`src/rtl/program_loader.sv`:
```
// program_loader: boot loader that writes a big-endian byte stream into instruction memory and then releases the core.
// Optional trailing XOR checksum byte enabled by defining PROGRAM_LOADER_CHECKSUM_EN.
module program_loader #(
    parameter int DEPTH = 64
) (
    input  logic        clk,
    input  logic        reset,
    input  logic        in_valid,
    input  logic [7:0]  in_data,
    output logic        in_ready,
    output logic        im_we,
    output logic [31:0] im_addr,
    output logic [31:0] im_wdata,
    output logic        cpu_reset,
    output logic        done,
    output logic        error
);
    typedef enum logic [2:0] {
        LEN_HI, LEN_LO, LOAD, FINISH,
`ifdef PROGRAM_LOADER_CHECKSUM_EN
        CHK,
`endif
        RUN, ERROR
    } state_t;

    localparam logic [15:0] MAX_WORDS = 16'(DEPTH);

    state_t      state, state_next;
    logic [7:0]  len_hi;
    logic [15:0] len, k, n;
    logic [1:0]  b;
    logic [23:0] shift;
    logic        fire, last, len_bad;

`ifdef PROGRAM_LOADER_CHECKSUM_EN
    logic [7:0] acc;
    assign in_ready = !reset && (state == LEN_HI || state == LEN_LO || state == LOAD || state == CHK);
`else
    assign in_ready = !reset && (state == LEN_HI || state == LEN_LO || state == LOAD);
`endif

    assign fire      = in_valid && in_ready;
    assign n         = {len_hi, in_data};
    assign len_bad   = n == 16'd0 || n > MAX_WORDS;
    assign last      = k == len - 16'd1 && b == 2'd3;
    assign cpu_reset = state != RUN;
    assign done      = state == RUN;
    assign error     = state == ERROR;

    always_ff @(posedge clk) begin
        if (reset) state <= LEN_HI;
        else state <= state_next;
    end

    always_comb begin
        state_next = state;
        case (state)
            LEN_HI: if (fire) state_next = LEN_LO;
            LEN_LO: if (fire) state_next = len_bad ? ERROR : LOAD;
`ifdef PROGRAM_LOADER_CHECKSUM_EN
            LOAD:   if (fire && last) state_next = CHK;
            CHK:    if (fire) state_next = in_data == acc ? RUN : ERROR;
`else
            LOAD:   if (fire && last) state_next = FINISH;
`endif
            FINISH: state_next = RUN;
            default: state_next = state;
        endcase
    end

    // The write strobe is registered so it lands in the cycle after the 4th byte is accepted.
    always_ff @(posedge clk) begin
        if (reset) begin
            len_hi   <= '0;
            len      <= '0;
            k        <= '0;
            b        <= '0;
            shift    <= '0;
            im_we    <= 1'b0;
            im_addr  <= '0;
            im_wdata <= '0;
        end else begin
            im_we <= fire && state == LOAD && b == 2'd3;
            if (fire && state == LEN_HI) len_hi <= in_data;
            if (fire && state == LEN_LO) begin
                len <= n;
                k   <= '0;
                b   <= '0;
            end
            if (fire && state == LOAD) begin
                b     <= b + 2'd1;
                shift <= {shift[15:0], in_data};
                if (b == 2'd3) begin
                    im_wdata <= {shift, in_data};
                    im_addr  <= {14'd0, k, 2'b00};
                    k        <= k + 16'd1;
                end
            end
        end
    end

`ifdef PROGRAM_LOADER_CHECKSUM_EN
    always_ff @(posedge clk) begin
        if (reset) acc <= '0;
        else if (fire && state == LOAD) acc <= acc ^ in_data;
    end
`endif
endmodule

```
`config.mk`:
```
export PLATFORM = sky130hd
export DESIGN_NAME = program_loader
export DESIGN_NICKNAME = d
export VERILOG_FILES = /design/src/rtl/program_loader.sv
export SDC_FILE = /design/constraint.sdc
export NUM_CORES = 1
export LEC_CHECK = 0
export CELL_PAD_IN_SITES_DETAIL_PLACEMENT = 1
export CELL_PAD_IN_SITES_GLOBAL_PLACEMENT = 2
export CORE_UTILIZATION = 28
export DETAILED_ROUTE_END_ITERATION = 16
export GPL_TIMING_DRIVEN = 1
export PLACE_DENSITY_LB_ADDON = 0.2
export RECOVER_POWER = 25
export SLEW_MARGIN = 10
export SYNTH_ARGS = -nofsm -noshare
export SYNTH_HDL_FRONTEND = slang
export SYNTH_SLANG_ARGS = --single-unit
```
`constraint.sdc`:
```
create_clock -name clk -period 2.1 [get_ports clk]
set_input_delay 0.525 -clock clk [delete_from_list [all_inputs] [get_ports clk]]
set_output_delay 0.525 -clock clk [all_outputs]
set_load 0.05 [all_outputs]
```
==> flow_summary.ini, run 1 <==
[sta]
timing.final.hold_violations = 0
final.period_utilization_pct = 107.5
maxSlewViolCount = 0
finalClockSkew_ns = 0.009513
setup_total_negative_slack_ns = -0.1570
worst_pin_slew_ns = 0.6239
final_critical_path_setup_slack_ns = -0.1570
setup_viol_count_final = 1
max-slew-margin-rel_pct = 58.58
grt_setup_unrepaired = true
fmax_mhz = 443.1
finalCriticalPeriod_ns = 2.257

[layout]
areaGrowthSynthToFinish_pct = 35.34
layout_common_cells = 195 x sky130_fd_sc_hd__nand2_1, 117 x sky130_fd_sc_hd__dfxtp_1, 66 x sky130_fd_sc_hd__a21oi_1, 54 x sky130_fd_sc_hd__buf_4, 45 x sky130_fd_sc_hd__nand3b_1
antenna_cells = 0
layout.core_utilization_pct = 39.21
finish.net_count = 760
drive_above_1_share_pct = 14.62
layout_commonest_cell = sky130_fd_sc_hd__nand2_1
layout.filler_cells = 2085
instances_no_fill = 984

[detailed_routing]
detail_route.first_pass.iterations = 4
drtIter0Drc = 231
drc = 0
detail_routed_via_count_per_cell = 4.679
detail_route.wirelength_microns = 15040
vias = 4604
drt-wirelength-per-cell_microns = 15.29
detail-route-antenna-nets = 0

[placed_design]
portBuffers = 63
detailed_place_hpwl_microns = 10740
place.gp.congestion = 0.8492
placedCellCount = 952

[logic_synthesis]
syn-cell-area_sq_um = 5081
synth-warning-count = 0
synth.lib_cells_used.distinct = 43
synth.largest_area_cell = sky130_fd_sc_hd__dfxtp_1
synthFlopType = sky130_fd_sc_hd__dfxtp_1
postSynthCellCount = 643
ys_ff_latch = 118
synth.top_cells.by_area = sky130_fd_sc_hd__dfxtp_1 46%, sky130_fd_sc_hd__nand2_1 14%, sky130_fd_sc_hd__nand3b_1 6.6%
synth.yosys.seq_area_share_pct = 46.49
synth_edf_count = 0
netlist.area_leader.share_pct = 46.49
syn-mean-instance-area_sq_um = 7.902
async_flop_share_pct = 0

[critical_path]
crit_type = reg2reg
path_max_fanout = 5
critical_path.endpoint_type = flip-flop
cp.required_ns = 2.44
cp-start-kind = flip-flop
timing.critical_path.arrival_ns = 2.60

[floorplanning]
ioPinCount = 80
die_area_sq_um = 18690
placeableCoreArea_sq_um = 17540
die_width_microns = 136.7
die_h_microns = 136.7
start_util_pct = 28.97
floorplan.rows = 48

[grt]
grtUsageMet3_pct = 3.704
grt_util_met2_pct = 28.29
gr-total-overflow = 0
grt.total_usage_pct = 17.41
global_route_wire_length_before_repair_microns = 24560
grt_antenna_before_repair = 0
globalRouteMet1Util_pct = 22.59
first_global_vias = 4771
grt_start_max_net_pins = 59
busiest_layer = met2

[clock_tree]
postCtsSetupRepairBufs = 0
tritoncts_clock_tree = yes
cts_max_path_buffers = 2
worst_skew_pair_latency_ns = 0.42
clock_buffers_created_by_tritoncts = 17
htree_levels = 4
clockRootBuffer = sky130_fd_sc_hd__clkbuf_16
clock_sink_count = 118
cts.reportedPaths.clkPinSlew_ns = 0.06

[pwr]
leakage_nw = 3.185
p_total_mw = 5.545
power_density_nw_per_um2 = 806.3
ir_drop_v = 0.0005340

[run]
max_cap_viol_count = 0

[run_status]
run_status = finished with violations
failed_checks = negative setup slack

[hold_path]
hold_crit_path_type = reg2reg
## per-layer routing
layer	vias up	wire (microns)	share of wire (%)
met3	11	557	3.7
met1	2192	7234	48
met5	-	0	0
li1	2326	-	-
met4	0	188	1.2
met2	75	7062	47
## synthesized netlist by cell type (2+ instances only)
cell type,n
sky130_fd_sc_hd__a21oi_1,66
sky130_fd_sc_hd__a22oi_1,2
sky130_fd_sc_hd__a41oi_1,2
sky130_fd_sc_hd__and2_1,2
sky130_fd_sc_hd__and3_1,3
sky130_fd_sc_hd__buf_1,5
sky130_fd_sc_hd__buf_2,2
sky130_fd_sc_hd__buf_4,16
sky130_fd_sc_hd__clkbuf_1,32
sky130_fd_sc_hd__dfxtp_1,118
sky130_fd_sc_hd__ha_1,3
sky130_fd_sc_hd__inv_1,5
sky130_fd_sc_hd__nand2_1,195
sky130_fd_sc_hd__nand2b_1,5
sky130_fd_sc_hd__nand3_1,23
sky130_fd_sc_hd__nand3b_1,45
sky130_fd_sc_hd__nand4_1,5
sky130_fd_sc_hd__nor2_1,32
sky130_fd_sc_hd__nor3_1,10
sky130_fd_sc_hd__nor4_1,7
sky130_fd_sc_hd__nor4_4,2
sky130_fd_sc_hd__o211ai_1,2
sky130_fd_sc_hd__o21ai_0,10
sky130_fd_sc_hd__or3_1,5
sky130_fd_sc_hd__xnor2_1,12
sky130_fd_sc_hd__xor2_1,17
## critical path, cell delays in order (launching register included)
cell	delay [ns]
sky130_fd_sc_hd__dfxtp_1	0.31
sky130_fd_sc_hd__or4_4	0.58
sky130_fd_sc_hd__nor4_4	0.39
sky130_fd_sc_hd__nand4b_1	0.17
sky130_fd_sc_hd__a41oi_2	0.17
sky130_fd_sc_hd__a41oi_2	0.08
sky130_fd_sc_hd__o41ai_2	0.27
sky130_fd_sc_hd__nor3b_2	0.22
## state kept, by name (all words and copies together), names as in the netlist
signal,flops
im_wdata,32
shift,24
b,2
im_addr,16
len_hi,8
len,16
im_we,1
k,16
state,3
## final cells by class
type                    count  area, sq um  share of cell area (%)
well taps                 225        281.5                   4.094
flip-flops and latches    118         2364                   34.37
inverters                   5        18.77                  0.2729
repair buffers            125         1105                   16.07
clock inverters            12        130.1                   1.892
multi-input cells         479         2531                   36.81
clock buffers              20        446.7                   6.496
## path summary, 6_finish.rpt
check	from	endpoint	slack, ns	cells past startpoint
worst max-delay path	len[6]	state[0]	-0.16	7
worst min-delay path	shift[21]	im_wdata[29]	0.43	2
worst max register to register	len[6]	state[0]	-0.16	7
worst min register to register	shift[21]	im_wdata[29]	0.43	2
## per-stage QoR
step / area (sq um) / setup WS [ns] / hold slack (ns)
6_report: 6877 / -0.1570 / 0.4331
5_1_grt: 6877 / -0.2800 / 0.4637
4_1_cts: 6879 / -0.1629 / 0.4414
3_5_place_dp: 6295 / -0.3220 / 0.4376
3_3_place_gp: 6295 / -0.2899 / 0.4317
2_1_floorplan: 5157 / 0.002243 / 0.4154
## cell families (layout without fill, tap and decap cells)
group | after synthesis | count (layout) | share of synthesized area [%]
other | 1 | 16 | 0.07380
adder cells (fa/ha/maj) | 3 | 3 | 0.7388
XOR/XNOR | 29 | 29 | 4.999
flip-flops | 118 | 118 | 46.49
AO/OA/AOI/OAI | 87 | 87 | 9.210
AND/OR/NAND/NOR | 343 | 343 | 32.38
buffers and inverters | 61 | 162 | 5.886
multiplexers | 1 | 1 | 0.2216
## timing repair
action / CTS / global route
hold buffers: 0 / 0
setup endpoints to repair: 16 / 25
resized for setup: 19 / 25
## report_power, final
group / total, mW / switching [mW] / leakage [nW] / internal, mW
sequential: 2.28 / 0.0180 / 0.952 / 2.26
combinational: 0.446 / 0.270 / 1.97 / 0.176
clock: 2.82 / 1.05 / 0.268 / 1.77
total: 5.54 / 1.34 / 3.19 / 4.20
Note: power is estimated with default switching activity, not from simulation.
==> inputs of run 2 (changes only) <==
==> constraint.sdc (replaced) <==
create_clock -name clk -period 2.1 [get_ports clk]
set_input_delay 0.21 -clock clk [delete_from_list [all_inputs] [get_ports clk]]
set_output_delay 0.21 -clock clk [all_outputs]
set_load 0.05 [all_outputs]
==> flow_summary.ini, run 2 (synthesis results as in run 1) <==
[layout]
drive_above_1_share_pct = 14.46
areaGrowthSynthToFinish_pct = 35.83
area.sequential_sq_um = 2369
max_reg_flops = 32
layout_commonest_cell = sky130_fd_sc_hd__nand2_1
multi_input_area_sq_um = 2550
antenna_cells = 0
layout.filler_cells = 2084
finish.net_count = 748
registers.top_by_ff_count = im_wdata
largestRegisters = im_wdata x32, shift x24
layout_common_cells = 195 x sky130_fd_sc_hd__nand2_1, 113 x sky130_fd_sc_hd__dfxtp_1, 66 x sky130_fd_sc_hd__a21oi_1, 57 x sky130_fd_sc_hd__clkdlybuf4s50_1

[critical_path]
worst_path_largest_cell_delay_ns = 0.40
crit_reg_reg_startpoint = len[0]
cp_num_buf_inv = 1
timing.critical_path.arrival_ns = 2.47
path_common_cell = sky130_fd_sc_hd__nand3_1
startpoint = len[0]
crit_type = reg2reg
cp.required_ns = 2.44
worst_path_dominant_cell_family = simple AND/OR/NAND/NOR gates
timing.critical_path.cells = or3_4 -> buf_6 -> nor4_4 -> nand3_1 -> xnor2_1 -> nand3_1 -> o41ai_2 -> nor3b_2
cp-start-kind = flip-flop
path_max_fanout = 4
critical-path-slowest-cell = sky130_fd_sc_hd__or3_4
critical_path.endpoint_type = flip-flop

[sta]
max-slew-margin-rel_pct = 26.13
hold-worst-slack_ns = 0.3474
finalCriticalPeriod_ns = 2.127
finalClockSkew_ns = 0.007967
grt_setup_unrepaired = true
timing.final.hold_violations = 0
setup_viol_count_final = 1
worst_pin_slew_ns = 1.108
fmax_mhz = 470.3
final.period_utilization_pct = 101.3
maxSlewViolCount = 0
final_critical_path_setup_slack_ns = -0.02651

[placed_design]
portBuffers = 63
detailed_place_hpwl_microns = 10490
place.gp.congestion = 0.7804

[grt]
grt_start_max_net_pins = 85
gr-total-overflow = 0
grt.total_usage_pct = 17.12
first_global_vias = 4691
global_route_wire_length_before_repair_microns = 24330
grt_antenna_before_repair = 0

[detailed_routing]
detail_routed_via_count_per_cell = 4.716
vias = 4584
drt-wirelength-per-cell_microns = 15.50
detail_route.first_pass.iterations = 4
drc = 0
detail_route.wirelength_microns = 15060
detail-route-antenna-nets = 0
drtIter0Drc = 218

[floorplanning]
ioPinCount = 80
floorplan.rows = 48
start_util_pct = 28.97
placeableCoreArea_sq_um = 17540
die_width_microns = 136.7
die_h_microns = 136.7
die_area_sq_um = 18690

[pwr]
combPwrFrac_pct = 7.3
p_int_mw = 4.629
ir_drop_v = 0.0005880
power_density_nw_per_um2 = 864.6
p_clk_share_pct = 54.6
power.switching_fraction_pct = 22.42
p_total_mw = 5.967
power_switching_mw = 1.338
leakage_nw = 2.713
seq_power_share_pct = 38.1

[run_status]
failed_checks = negative setup slack
run_status = finished with violations

[clock_tree]
cts.reportedPaths.clkPinSlew_ns = 0.06
worst_skew_pair_latency_ns = 0.41
cts_max_path_buffers = 2
clock_buffers_created_by_tritoncts = 17
tritoncts_clock_tree = yes
clock_sink_count = 118
clockRootBuffer = sky130_fd_sc_hd__clkbuf_16
htree_levels = 4

[hold_path]
holdCritStartpoint = reset
hold_crit_path_type = in2reg

[run]
max_cap_viol_count = 0
==> run 2: changes by cell type in the layout (fill, tap and decap cells not counted), sizes merged <==
cell / before / now
clkdlybuf4s50: 9 / 57
dlymetal6s2s: 22 / 0
dlygate4sd2: 13 / 0
buf: 63 / 51
clkbuf: 37 / 25
clkinv: 6 / 2
bufinv: 2 / 5
clkinvlp: 5 / 3
inv: 4 / 6
==> run 2: worst paths after layout <==
check / to / slack, ns / cells after the start
worst max-delay path: state[0] / -0.03 / 8
worst min-delay path: state[2] / 0.35 / 3
worst max register to register: state[0] / -0.03 / 8
worst min register to register: im_wdata[28] / 0.44 / 2
==> run 2: cell type report <==
cell class                      instances  share of cell area [%]
Tap cell                              225                   4.079
Timing Repair Buffer                  113                   14.74
Inverter                                5                  0.2719
Clock inverter                         11                   2.828
Multi-Input combinational cell        479                   36.95
Clock buffer                           21                   6.817
Sequential cell                       118                   34.32
==> run 2: routing by layer <==
| layer | wire [microns] | vias up | share of wire [%] | track usage [%] |
|---|---|---|---|---|
| li1 | - | 2293 | - | - |
| met1 | 7400 | 2200 | 49 | 22.88 |
| met2 | 6998 | 78 | 46 | 27.30 |
| met3 | 479 | 13 | 3.2 | 3.519 |
| met4 | 184 | 0 | 1.2 | 5.741 |
| met5 | 0 | - | 0 | 0 |
==> run 2: worst reg2reg max path, delay by kind of cell, from the launching register on <==
| family | cells | cell delay [ns] |
|---|---|---|
| flip-flops | 1 | 0.33 |
| XOR/XNOR | 1 | 0.17 |
| AND/OR/NAND/NOR | 5 | 1.09 |
| AO/OA/AOI/OAI | 1 | 0.33 |
| buffers and inverters | 1 | 0.14 |
==> run 2: what timing repair did <==
action,CTS,global route
setup endpoints to repair,1,3
hold buffers,0,0
resized for setup,11,6
buffers inserted,1,0
pin swaps,8,7
==> run 2: power groups by stage <==
stage	clock [mW]	combinational [mW]	sequential (mW)
6_report	3.26	0.435	2.28
5_1_grt	3.45	0.468	2.28
4_1_cts	3.33	0.436	2.28
3_5_place_dp	0	0.421	2.32
3_3_place_gp	0	0.412	2.32
2_1_floorplan	0	0.295	2.32
==> run 2: stage by stage <==
stage / util, % / std cells / TNS, ns / area, sq um / worst slack (ns)
6_report: 39.36 / 972 / -0.02651 / 6902 / -0.02651
5_1_grt: 39.36 / 972 / -3.171 / 6902 / -0.2026
4_1_cts: 39.31 / 972 / -0.05224 / 6894 / -0.05224
3_5_place_dp: 35.24 / 939 / -0.1776 / 6180 / -0.1013
3_3_place_gp: 35.24 / 939 / -0.05866 / 6180 / -0.05866
2_1_floorplan: - / 658 / 0 / 5157 / 0.002243
==> inputs of run 3 (changes only) <==
- CORE_MARGIN: default -> 1
==> results of run 3 <==
The final DEF is identical to that of run 2; final timing and power are the same.
